[config.mk]
export PLATFORM = sky130hd
export DESIGN_NAME = mac_seq
export DESIGN_NICKNAME = d
export VERILOG_FILES = /design/src/rtl/mac_pkg.sv /design/src/rtl/mac_seq.sv
export SDC_FILE = /design/constraint.sdc
export NUM_CORES = 1
export LEC_CHECK = 0
export ABC_AREA = 1
export BUFFER_PORTS_ARGS = -buffer_cell sky130_fd_sc_hd__buf_2
export CORE_MARGIN = 2
export CORE_UTILIZATION = 41
export CTS_BUF_LIST = sky130_fd_sc_hd__clkbuf_8
export DETAILED_ROUTE_END_ITERATION = 10
export HOLD_SLACK_MARGIN = 0.06
export PLACE_DENSITY_LB_ADDON = 0.12
export SYNTH_ARGS = -nofsm -noshare
export SYNTH_HDL_FRONTEND = slang
export SYNTH_SLANG_ARGS = --single-unit
[constraint.sdc]
create_clock -name clk_i -period 2 [get_ports clk_i]
set_input_delay 0 -clock clk_i [delete_from_list [all_inputs] [get_ports clk_i]]
set_output_delay 0 -clock clk_i [all_outputs]
set_load 0.01 [all_outputs]
[src/rtl/mac_pkg.sv]
// Shared types for the MAC sequencer: FSM state encoding and width helper.
package mac_pkg;

  typedef enum logic [1:0] {
    ACC,
    DRAIN,
    OUT
  } mac_seq_state_t;

  function automatic int unsigned acc_w(input int unsigned n);
    return 2 * n;
  endfunction

endpackage

[src/rtl/mac_seq.sv]
// Sequencer that streams (activation, weight) pairs into an external registered MAC
// and returns the dot product. Optional MAC_SEQ_BIAS_EN adds bias_i as the first addend.
module mac_seq
  import mac_pkg::*;
#(
  parameter int unsigned N     = 16,
  parameter int unsigned LEN_W = 10
) (
  input  logic                         clk_i,
  input  logic                         rst_i,
  input  logic                         s_valid_i,
  output logic                         s_ready_o,
  input  logic signed [N-1:0]          s_value_i,
  input  logic signed [N-1:0]          s_weight_i,
  input  logic        [LEN_W-1:0]      len_i,
`ifdef MAC_SEQ_BIAS_EN
  input  logic signed [acc_w(N)-1:0]   bias_i,
`endif
  output logic                         mac_en_o,
  output logic signed [N-1:0]          mac_value_o,
  output logic signed [N-1:0]          mac_mult_o,
  output logic signed [acc_w(N)-1:0]   mac_add_o,
  input  logic signed [acc_w(N)-1:0]   mac_i,
  output logic                         res_valid_o,
  input  logic                         res_ready_i,
  output logic signed [acc_w(N)-1:0]   res_o
);

  localparam int unsigned ACC_W = acc_w(N);
  localparam logic [LEN_W-1:0] LEN_ONE = LEN_W'(1);

  typedef logic signed [N-1:0]     operand_t;
  typedef logic signed [ACC_W-1:0] acc_t;

  mac_seq_state_t   state_q, state_d;
  logic             first_q, first_d;
  logic [LEN_W-1:0] count_q, count_d;
  logic [LEN_W-1:0] len_q, len_d;
  logic             res_valid_q, res_valid_d;
  acc_t             res_q, res_d;

  logic [LEN_W-1:0] len_first;
  logic [LEN_W-1:0] eff_len;
  acc_t             first_add;
  logic             last_pair;

  // The first pair's own length must decide "last" in the same cycle it is latched.
  always_comb begin
    len_first = (len_i == '0) ? LEN_ONE : len_i;
    eff_len   = first_q ? len_first : len_q;
    last_pair = (count_q == (eff_len - LEN_ONE));
  end

`ifdef MAC_SEQ_BIAS_EN
  assign first_add = bias_i;
`else
  assign first_add = '0;
`endif

  always_comb begin
    state_d     = state_q;
    first_d     = first_q;
    count_d     = count_q;
    len_d       = len_q;
    res_valid_d = res_valid_q;
    res_d       = res_q;
    s_ready_o   = 1'b0;
    mac_en_o    = 1'b0;
    mac_value_o = operand_t'(s_value_i);
    mac_mult_o  = operand_t'(s_weight_i);
    mac_add_o   = first_q ? first_add : mac_i;

    unique case (state_q)
      ACC: begin
        s_ready_o = !rst_i;
        if (s_valid_i && !rst_i) begin
          mac_en_o = 1'b1;
          count_d  = count_q + LEN_ONE;
          first_d  = 1'b0;
          if (first_q) begin
            len_d = len_first;
          end
          if (last_pair) begin
            state_d = DRAIN;
            count_d = '0;
            first_d = 1'b1;
          end
        end
      end
      DRAIN: begin
        res_d       = mac_i;
        res_valid_d = 1'b1;
        state_d     = OUT;
      end
      OUT: begin
        if (res_ready_i) begin
          res_valid_d = 1'b0;
          state_d     = ACC;
        end
      end
      default: state_d = ACC;
    endcase
  end

  always_ff @(posedge clk_i) begin
    if (rst_i) begin
      state_q     <= ACC;
      first_q     <= 1'b1;
      count_q     <= '0;
      len_q       <= '0;
      res_valid_q <= 1'b0;
      res_q       <= '0;
    end else begin
      state_q     <= state_d;
      first_q     <= first_d;
      count_q     <= count_d;
      len_q       <= len_d;
      res_valid_q <= res_valid_d;
      res_q       <= res_d;
    end
  end

  assign res_valid_o = res_valid_q;
  assign res_o       = res_q;

endmodule
==> flow_summary.toml <==
[outcome]
status = "complete, but fails checks"
violations = "setup timing"

[synth]
ys_types = 35
yosys.area.top_type_share = 0.379
synthesis.area_um2 = 2960
ys_ff_latch = 56
synth_commonest_cells = "dfxtp_1, nor2_1, inv_1"
synth.most_common_cell = "dfxtp_1"
ys_seq_area_frac = 0.379
syn_area_per_cell_um2 = 7.16
synth-edff-count = 0
synthTopCellsByArea = "dfxtp_1, buf_4, o21ai_0"
async_flop_share = 0
netlist_instances = 413
synth_fp_nets = 493
synth_top_area_cell = "dfxtp_1"
synth_flop_cell = "dfxtp_1"
yosysWarnings = 0

[setup_path]
cp_max_fo = 5
crit_path_start_kind = "flip-flop"
crit_type = "reg -> reg"
crit_arrival_ns = 2.29
end_kind = "flip-flop"
worst_ep_required_time_ns = 2.21

[global_route]
grt_pass1_vias = 3037
use_met1 = 0.265
grt_overflow = 0
antenna_found_initial = 0
grt_util_met3 = 0.0480
grt_start_max_net_pins = 67
grt_busiest_layer = "met2"
use_met2 = 0.374
track_usage = 0.215
grt_pass1_wl_um = 13600

[worst_hold_path]
min_path_type = "in -> reg"

[floorplan]
io_pins = 177
fp.dieH_um = 88.9
core_um2 = 6870
core.rowCount = 30
fp.dieArea_um2 = 7910
dieWidth_um = 88.9
initial_core_util = 0.431

[placement]
dp_hpwl_um = 5360
place.gp.congestion = 0.891
place_ws_ns = -0.115
io_buffers = 112

[timing]
period_needed_ns = 2.08
finalCritPeriodShare = 1.04
fin_skew_ns = 0.00682
setup_viol = 12
fin_ws_ns = -0.0829
tns_ns = -0.674
relSlewSlack = 0.724
timing_worst_slew_pin_value_ns = 0.411
finalHoldViolCount = 0
fmax_ghz = 0.480
drv_slew = 0
rsz0062_at_grt = "yes"

[routing]
drc = 0
firstDrtPassIters = 4
viasPerCell = 4.70
drtIter0Drc = 190
vias = 3159
wire_per_inst_um = 12.7
wl_um = 8540
final_antenna_net_count = 0

[pwr]
power_mw = 2.47
leakage_nw = 2.22
peakVddDrop_mv = 0.379
power_density_nw_per_um2 = 560

[clock_tree]
path_clk_slew_ns = 0.11
cts.sinks = 56
htreeDepth = 2
insertion_delay_ns = 0.31
cts_buffer_depth = 2
cts_tree = "built"
cts_root_buffer = "clkbuf_8"
cts_buffers = 5

[layout]
nNetsFinal = 655
syn2layout_area_growth_pct = 49.5
nFillCells = 593
diodes = 0
drive_gt1_frac = 0.314

[job]
drv_cap = 0
==> metrics by stage <==
step                      std cells  instance area (um^2)  hold slack (ns)  utilization
after floorplan                 413                  2980           0.0327            -
after global placement          590                  3500        0.0000686        0.509
after detailed placement        590                  3500        0.0000686        0.509
after CTS                       671                  4400            0.121        0.640
after global routing            672                  4420            0.147        0.644
final                           672                  4420            0.133        0.644
==> metal layers <==
layer / part of all wire / wire length, um / vias up
met3: 0.065 / 553 / 10
met1: 0.42 / 3620 / 1440
met4: 0.014 / 116 / 0
met2: 0.50 / 4250 / 114
li1: - / - / 1595
met5: 0 / 0 / -
==> worst paths after layout <==
path,start,end,slack (ns),cells after the start
max,first_q,count_q[2],-0.08,13
min,len_i[1],len_q[1],0.13,5
max reg2reg,first_q,count_q[2],-0.08,13
min reg2reg,len_q[8],len_q[8],0.48,2
==> cell usage in the layout, fill, tap and decap left out, drive strengths merged <==
cell type / n
a311oi: 1
xnor2: 3
o21ai: 49
buf: 135
bufinv: 1
nor3: 2
dlygate4sd3: 69
o21bai: 1
a21oi: 42
or2: 2
inv: 52
nand3b: 4
o21a: 1
nor2: 64
nand2: 52
clkinv: 4
a31oi: 2
nand3: 10
a21o: 1
nand4: 3
clkbuf: 5
dfxtp: 56
ha: 2
xor2: 14
o211ai: 1
==> final cells by class <==
| class | count | area, um^2 | area share |
|---|---|---|---|
| repair buffers | 204 | 1440 | 0.326 |
| inverters | 54 | 205 | 0.0464 |
| clock inverters | 3 | 47.5 | 0.0107 |
| multi-input cells | 254 | 1420 | 0.320 |
| well taps | 96 | 120 | 0.0272 |
| clock buffers | 5 | 68.8 | 0.0156 |
| flip-flops and latches | 56 | 1120 | 0.254 |
==> cell families (layout without fill, tap and decap cells) <==
kind of cell / count (synthesis) / after routing / share of synthesized area
AND/OR/NAND/NOR: 136 / 137 / 0.209
buffers and inverters: 104 / 266 / 0.179
AO/OA/AOI/OAI: 98 / 98 / 0.175
flip-flops: 56 / 56 / 0.379
XOR/XNOR: 17 / 17 / 0.0503
adder cells (fa/ha/maj): 2 / 2 / 0.00846
==> critical path: stages (launching register included) <==
cell and delay [ns]:
dfxtp_4 0.38, inv_4 0.03, or2_0 0.19, o21bai_4 0.19
nand2_4 0.08, ha_4 0.15, nand3_4 0.10, nor2_4 0.15
a21o_1 0.14, nand2_2 0.08, nor2_4 0.12, nand4_4 0.17
nand2_4 0.16, nor2_2 0.04
==> flip-flops by register name (all words and copies together) (netlist names) <==
signal / flops
state_q: 2
res_valid_o: 1
count_q: 10
first_q: 1
len_q: 10
res_o: 32
==> report_power, final <==
part	internal [mW]	leakage (nW)	total (mW)	switching, mW
registers	1.13	0.453	1.15	0.0130
logic	0.272	1.71	0.560	0.288
clock network	0.378	0.0583	0.769	0.391
==> repair_timing <==
action / 4_1_cts / 5_1_grt
pin swaps: 9 / 2
resized for setup: 16 / 6
hold endpoints to repair: 69 / 0
cloned: 1 / 0
hold buffers: 69 / 0
setup endpoints to repair: 12 / 12
setup buffers: 3 / 1
(Power assumes the default switching activity.)
